### config.mk
export PLATFORM = sky130hd
export DESIGN_NAME = fir_sample_feeder_flat
export DESIGN_NICKNAME = d
export VERILOG_FILES = /design/src/rtl/fir_sample_feeder_pkg.sv /design/src/rtl/fir_sample_feeder_if.sv /design/src/rtl/fir_sample_feeder_fifo.sv /design/src/rtl/fir_sample_feeder.sv /design/src/flat_wrapper.sv
export SDC_FILE = /design/constraint.sdc
export NUM_CORES = 1
export LEC_CHECK = 0
export ABC_AREA = 1
export BUFFER_PORTS_ARGS = -buffer_cell sky130_fd_sc_hd__buf_2
export CAP_MARGIN = 0
export CORE_MARGIN = 3
export CORE_UTILIZATION = 45
export DETAILED_ROUTE_END_ITERATION = 12
export MAX_ROUTING_LAYER = met4
export PLACE_DENSITY = 0.75
export SKIP_LAST_GASP = 1
export SYNTH_ARGS = -nofsm -noshare
export SYNTH_HDL_FRONTEND = slang
export SYNTH_SLANG_ARGS = --single-unit
export TNS_END_PERCENT = 20
### constraint.sdc
create_clock -name clk -period 4.9 [get_ports clk]
set_input_delay 0.49 -clock clk [delete_from_list [all_inputs] [get_ports clk]]
set_output_delay 0.49 -clock clk [all_outputs]
set_load 0.01 [all_outputs]
### src/rtl/fir_sample_feeder_pkg.sv
// fir_feeder_pkg: feeder FSM state type and underrun saturation limit
package fir_feeder_pkg;
    typedef enum logic [1:0] {IDLE, WAIT, CAPT, HOLD} state_t;
    localparam logic [7:0] UNDERRUN_MAX = 8'hFF;
endpackage

### src/rtl/fir_sample_feeder_if.sv
// fir_sample_feeder_if: valid/ready sample stream with producer/consumer modports
interface fir_sample_feeder_if #(
    parameter int N = 16
) ();
    logic         valid;
    logic         ready;
    logic [N-1:0] data;
    modport master (output valid, output data, input ready);
    modport slave  (input valid, input data, output ready);
endinterface

### src/rtl/fir_sample_feeder_fifo.sv
// sync_fifo: single-clock FIFO, pointers carry an extra wrap bit to tell full from empty
module sync_fifo #(
    parameter int N = 16,
    parameter int DEPTH = 4
) (
    input  logic         clk,
    input  logic         rst_n,
    input  logic         push_i,
    input  logic         pop_i,
    input  logic [N-1:0] data_i,
    output logic [N-1:0] head_o,
    output logic         full_o,
    output logic         empty_o
);
    localparam int AW = $clog2(DEPTH);
    logic [N-1:0] mem_q [DEPTH];
    logic [AW:0]  wr_q, rd_q;
    assign full_o  = (wr_q[AW] != rd_q[AW]) && (wr_q[AW-1:0] == rd_q[AW-1:0]);
    assign empty_o = wr_q == rd_q;
    assign head_o  = mem_q[rd_q[AW-1:0]];
    always_ff @(posedge clk or negedge rst_n) begin
        if (!rst_n) begin
            wr_q <= '0;
            rd_q <= '0;
        end else begin
            if (push_i && !full_o) wr_q <= wr_q + 1'b1;
            if (pop_i && !empty_o) rd_q <= rd_q + 1'b1;
        end
    end
    always_ff @(posedge clk) begin
        if (push_i && !full_o) mem_q[wr_q[AW-1:0]] <= data_i;
    end
endmodule

### src/rtl/fir_sample_feeder.sv
// fir_sample_feeder: paces buffered samples into a strobed FIR and streams the results
// FEEDER_UNDERRUN_CNT_EN enables the saturating empty-tick counter on underrun_cnt_o.
module fir_sample_feeder
    import fir_feeder_pkg::*;
#(
    parameter int N = 16,
    parameter int DEPTH = 4,
    parameter int DIV_W = 16,
    parameter int LAT = 1
) (
    input  logic                clk,
    input  logic                rst_n,
    input  logic                run_i,
    input  logic [DIV_W-1:0]    div_i,
    fir_sample_feeder_if.slave  s_if,
    output logic                fir_en_o,
    output logic [N-1:0]        fir_x_o,
    input  logic [N-1:0]        fir_y_i,
    fir_sample_feeder_if.master m_if,
    output logic                miss_o,
    output logic [7:0]          underrun_cnt_o
);
    localparam int LW = LAT > 1 ? $clog2(LAT) : 1;
    state_t           state_q, state_d;
    logic [DIV_W-1:0] cnt_q, cnt_d, div_q, div_eff;
    logic [LW-1:0]    lat_q, lat_d;
    logic [N-1:0]     fir_x_q, fir_x_d, m_data_q, m_data_d, head;
    logic             fir_en_q, m_valid_q, m_valid_d, miss_q, miss_d, run_q, rdy_q;
    logic             full, empty, tick, issue, run_rise, lat_done;
    // The period length is latched at cnt==0 so a new div only applies from the next wrap
    assign div_eff  = (cnt_q == '0) ? div_i : div_q;
    assign tick     = run_i && (cnt_q == div_eff);
    assign cnt_d    = (!run_i || tick) ? '0 : cnt_q + 1'b1;
    assign run_rise = run_i && !run_q;
    assign issue    = tick && !empty && (state_q == IDLE);
    assign lat_done = lat_q == LW'(LAT - 1);
    assign miss_d   = (run_rise ? 1'b0 : miss_q) | (tick && (state_q != IDLE));
    assign fir_x_d  = issue ? head : fir_x_q;
    assign lat_d    = (state_q == WAIT && !lat_done) ? lat_q + 1'b1 : '0;
    sync_fifo #(.N(N), .DEPTH(DEPTH)) u_fifo (
        .clk    (clk),
        .rst_n  (rst_n),
        .push_i (s_if.valid && s_if.ready),
        .pop_i  (issue),
        .data_i (s_if.data),
        .head_o (head),
        .full_o (full),
        .empty_o(empty)
    );
    always_comb begin
        state_d   = state_q;
        m_valid_d = m_valid_q;
        m_data_d  = m_data_q;
        case (state_q)
            IDLE: state_d = issue ? WAIT : IDLE;
            WAIT: state_d = lat_done ? CAPT : WAIT;
            CAPT: begin
                m_data_d  = fir_y_i;
                m_valid_d = 1'b1;
                state_d   = HOLD;
            end
            HOLD: begin
                m_valid_d = !m_if.ready;
                state_d   = m_if.ready ? IDLE : HOLD;
            end
            default: state_d = IDLE;
        endcase
    end
    always_ff @(posedge clk or negedge rst_n) begin
        if (!rst_n) begin
            state_q   <= IDLE;
            cnt_q     <= '0;
            div_q     <= '0;
            lat_q     <= '0;
            fir_x_q   <= '0;
            fir_en_q  <= 1'b0;
            m_data_q  <= '0;
            m_valid_q <= 1'b0;
            miss_q    <= 1'b0;
            run_q     <= 1'b0;
            rdy_q     <= 1'b0;
        end else begin
            state_q   <= state_d;
            cnt_q     <= cnt_d;
            div_q     <= div_eff;
            lat_q     <= lat_d;
            fir_x_q   <= fir_x_d;
            fir_en_q  <= issue;
            m_data_q  <= m_data_d;
            m_valid_q <= m_valid_d;
            miss_q    <= miss_d;
            run_q     <= run_i;
            rdy_q     <= 1'b1;
        end
    end
    assign s_if.ready = rdy_q && !full;
    assign m_if.valid = m_valid_q;
    assign m_if.data  = m_data_q;
    assign fir_en_o   = fir_en_q;
    assign fir_x_o    = fir_x_q;
    assign miss_o     = miss_q;
`ifdef FEEDER_UNDERRUN_CNT_EN
    logic [7:0] ur_q, ur_base;
    logic       underrun;
    assign underrun = tick && empty && (state_q == IDLE);
    assign ur_base  = run_rise ? 8'd0 : ur_q;
    always_ff @(posedge clk or negedge rst_n) begin
        if (!rst_n) ur_q <= '0;
        else        ur_q <= ur_base + 8'(underrun && (ur_base != UNDERRUN_MAX));
    end
    assign underrun_cnt_o = ur_q;
`else
    assign underrun_cnt_o = '0;
`endif
endmodule

### src/flat_wrapper.sv
// flat-port wrapper written by rule: the top's interface ports become plain ports
module fir_sample_feeder_flat import fir_feeder_pkg::*;
#(
    parameter int N = 16,
    parameter int DEPTH = 4,
    parameter int DIV_W = 16,
    parameter int LAT = 1
)
  (clk, rst_n, run_i, div_i, fir_en_o, fir_x_o, fir_y_i, miss_o, underrun_cnt_o, s_if_valid, s_if_data, s_if_ready, m_if_valid, m_if_data, m_if_ready);
  fir_sample_feeder_if #(.N(N)) s_if_i ();
  fir_sample_feeder_if #(.N(N)) m_if_i ();
  input  logic clk;
  input  logic rst_n;
  input  logic run_i;
  input  logic [DIV_W-1:0] div_i;
  output logic fir_en_o;
  output logic [N-1:0] fir_x_o;
  input  logic [N-1:0] fir_y_i;
  output logic miss_o;
  output logic [7:0] underrun_cnt_o;
  input wire logic [$bits(s_if_i.valid)-1:0] s_if_valid;
  input wire logic [$bits(s_if_i.data)-1:0] s_if_data;
  output wire logic [$bits(s_if_i.ready)-1:0] s_if_ready;
  output wire logic [$bits(m_if_i.valid)-1:0] m_if_valid;
  output wire logic [$bits(m_if_i.data)-1:0] m_if_data;
  input wire logic [$bits(m_if_i.ready)-1:0] m_if_ready;
  assign s_if_i.valid = s_if_valid;
  assign s_if_i.data = s_if_data;
  assign s_if_ready = s_if_i.ready;
  assign m_if_valid = m_if_i.valid;
  assign m_if_data = m_if_i.data;
  assign m_if_i.ready = m_if_ready;
  fir_sample_feeder #(.N(N), .DEPTH(DEPTH), .DIV_W(DIV_W), .LAT(LAT)) u_core (.clk(clk), .rst_n(rst_n), .run_i(run_i), .div_i(div_i), .s_if(s_if_i), .fir_en_o(fir_en_o), .fir_x_o(fir_x_o), .fir_y_i(fir_y_i), .m_if(m_if_i), .miss_o(miss_o), .underrun_cnt_o(underrun_cnt_o));
endmodule
==> metrics <==
status=finished clean; Initial Util=47.0%; H-tree depth=4; WS Path Type=flip-flop to flip-flop; Syn Std Cell Area=0.00665 mm^2; Final nets=844; Seq cells post-synth=142; Power Total=3.33 mW; total track usage=18.6%; Layout Skew=0.00988 ns; Detailed Routing Iterations Pass 1=5; Core ar.=0.0141 mm^2; Final Wtd Congestion=0.880; CP required=5.20 ns; crit path capture type=flip-flop; synth warn=0; crit path max fanout=19; Slowest-stage cell, CP=nor2_2; Via density=5.08; Syn Inst Count=697; Worst EP arrival=3.35 ns; power per cell area=433 mW/mm^2; min Tclk post-route=3.05 ns; Flop pwr share=45.6%; Fin. Hold Viols=0; Area Growth Syn to Fin=15.8%; slowest stage delay, CP=0.51 ns; sequential cell area fraction in the yosys report=58.2%; num rows=43; Least-Margin Pin Slew=1.07 ns; initial antenna violation count=1; GR Overflow Total=0; initial DRC count=409; Min-Delay Path Class=input pin to async pin; pin count of the biggest net entering global routing=79; Fillers=1229; utilization after layout=54.4%; number of remaining DRC errors=0; Root Driver=clkbuf_16; Internal=2.35 mW; worst ir drop on vdd=0.379 mV; DRT Wirelength=14.2 mm; DIE WIDTH=128 um; Logic pwr share=19.2%; Yosys cell types=32; Pleak=3.66 nW; layout cells sized above 1=19.9%; final worst path period share=62.1%; die area=0.0163 mm^2; Net Sw Power=0.987 mW; total CTS buffers=17; CP dominant cell by count=nand2_1; vias in the first global route=4731; Post-CTS Hold Buffers=0; Clock Pin Slew Worst Setup and Hold Paths=0.06 ns; crit path launch type=flip-flop; clock buffer depth=2; Post-DP HPWL=9.56 mm; Max Cap Viol=0; Slew Limit Fails=0; Setup Total Neg Slack=0 ns; Sink Count=142; # IOs=97; TritonCTS clock tree=yes; Die Y=128 um; first-pass GRT wire length=23.2 mm; DRT antenna net count=0; DR WL/cell=14.5 um; Slew headroom=28.9%; via count=4973; Achievable Freq=328 MHz; syn avg cell area=9.54 um^2; Switching Share=29.6%; PortBufs=88; sequence of cells on the critical path=inv_1 > ha_1 > inv_1 > nor2_1 > nand2_2 > nor2_2 > nand3_1 > nand3_1 > nand2_1 > inv_1 > nand2_1 > nor2_1 > nand2_1 > nor2_4 > nand4_4 > nand2_1 > nand2_1; clock power share=35.2%; unrepaired setup endpoints after global routing=no; Worst-Skew Late Latency=0.42 ns; Resized cells post-CTS=0; Setup Fix Bufs, Post-CTS=0; endpoints failing setup=0
synth_stat cells, drive strengths merged:
cell / n / area share (%)
a21oi: 7 / 0.53
a31oi: 1 / 0.094
buf: 23 / 2.7
clkbuf: 9 / 0.51
conb: 2 / 0.11
dfrtp: 78 / 29
edfxtp: 64 / 29
ha: 7 / 1.3
inv: 60 / 3.4
mux2: 16 / 2.7
nand2: 189 / 11
nand3: 69 / 5.3
nand3b: 6 / 0.68
nand4: 4 / 0.60
nor2: 91 / 6.3
nor3: 6 / 0.45
nor3b: 3 / 0.34
o21ai: 36 / 2.7
o22ai: 16 / 1.5
o31ai: 1 / 0.11
xnor2: 1 / 0.13
xor2: 8 / 1.1
stage by stage:
stage / hold slack (ns) / instances / instance area (um^2) / worst slack (ns)
after global routing: 0.269 / 978 / 7700 / 1.61
final: 0.210 / 978 / 7700 / 1.85
after CTS: 0.264 / 977 / 7700 / 1.87
after global placement: 0.440 / 945 / 7170 / 1.99
after detailed placement: 0.450 / 945 / 7170 / 1.87
after floorplan: 0.194 / 705 / 6680 / 2.51
placed cells by master (no fill, tap or decap):
cell | Yosys | routed
nand2_1 | 180 | 180
buf_2 | 4 | 87
nor2_1 | 83 | 83
dfrtp_1 | 78 | 78
nand3_1 | 67 | 67
edfxtp_1 | 64 | 64
inv_1 | 60 | 60
o21ai_0 | 36 | 36
clkbuf_16 | 0 | 17
o22ai_1 | 16 | 16
mux2_2 | 16 | 16
conb_1 | 2 | 10
xor2_1 | 8 | 8
a21oi_1 | 7 | 7
ha_1 | 7 | 7
nand2_2 | 6 | 6
nor3_1 | 6 | 6
nand3b_1 | 6 | 6
inv_6 | 0 | 5
buf_4 | 11 | 5
nor2_4 | 3 | 3
nor2_8 | 3 | 3
nand2_4 | 3 | 3
nand4_1 | 3 | 3
nor3b_1 | 3 | 3
inv_4 | 0 | 3
clkinv_2 | 0 | 3
nor2_2 | 2 | 2
nand3_2 | 2 | 2
clkinvlp_4 | 0 | 2
diode_2 | 0 | 1
a31oi_1 | 1 | 1
o31ai_1 | 1 | 1
xnor2_1 | 1 | 1
nand4_4 | 1 | 1
inv_8 | 0 | 1
clkbuf_1 | 9 | 1
logic make-up after synthesis:
kind of cell | share of synthesized area (%)
mux | 2.71
xor+xnor | 1.19
other cells | 0.113
compound gates | 4.95
simple gates | 24.9
fa+ha+maj | 1.32
buf+inv | 6.57
flops | 58.2
layer usage:
| layer | routed length [um] | global-route usage, % | vias to the layer above |
|---|---|---|---|
| li1 | - | - | 2455 |
| met1 | 6070 | 23.2 | 2346 |
| met2 | 6950 | 29.4 | 145 |
| met3 | 875 | 5.02 | 27 |
| met4 | 298 | 6.74 | 0 |
| met5 | 0 | - | - |
power groups by stage:
| stage | combinational, mW | clock [mW] | sequential (mW) |
|---|---|---|---|
| after floorplan | 0.409 | 0 | 1.56 |
| after global placement | 0.631 | 0 | 1.53 |
| after detailed placement | 0.646 | 0 | 1.54 |
| after CTS | 0.648 | 1.20 | 1.52 |
| after global routing | 0.718 | 1.25 | 1.54 |
| final | 0.639 | 1.17 | 1.52 |
flip-flops by register name (all words and copies together) (netlist names):
name,count
u_core.u_fifo.rd_q,3
u_core.m_if.data,16
u_core.u_fifo.mem_q,64
u_core.miss_o,1
u_core.rdy_q,1
u_core.fir_x_o,16
u_core.state_q,2
u_core.fir_en_o,1
u_core.run_q,1
u_core.u_fifo.wr_q,3
u_core.lat_q,1
u_core.cnt_q,16
u_core.m_if.valid,1
u_core.div_q,16
worst max-delay path: cells and delay by family, from the launching register on:
family                   cells  cell delay (ns)
buffers and inverters        3             0.22
flip-flops                   1             0.43
AND/OR/NAND/NOR             13             2.10
adder cells (fa/ha/maj)      1             0.18
final timing paths:
path	start	slack, ns	cells past startpoint	to
worst max-delay path	u_core.cnt_q[0]$_DFF_PN0_	1.85	17	u_core.fir_x_o[5]$_DFFE_PN0P_
worst min-delay path	rst_n	0.21	1	u_core.div_q[14]$_DFF_PN0_
worst max register to register	u_core.cnt_q[0]$_DFF_PN0_	1.85	17	u_core.fir_x_o[5]$_DFFE_PN0P_
worst min register to register	u_core.lat_q$_DFF_PN0_	0.45	1	u_core.state_q[1]$_DFF_PN0_
max in group asynchronous	rst_n	4.05	1	u_core.m_if.valid$_DFFE_PN0P_
min in group clk	s_if_data[8]	0.29	1	u_core.u_fifo.mem_q[2][8]$_DFFE_PP_
final cells by class:
cell class                 instances  area, um^2  share of cell area (%)
antenna                            1        2.50                  0.0325
clock buffer                      18         429                    5.57
clock inverter                    14         104                    1.35
inverter                          60         225                    2.92
multi-input combinational        471        2370                    30.8
sequential                       142        3870                    50.3
tap                              180         225                    2.92
timing repair buffer              92         473                    6.14
No activity file was read; power rests on OpenSTA's default activity.
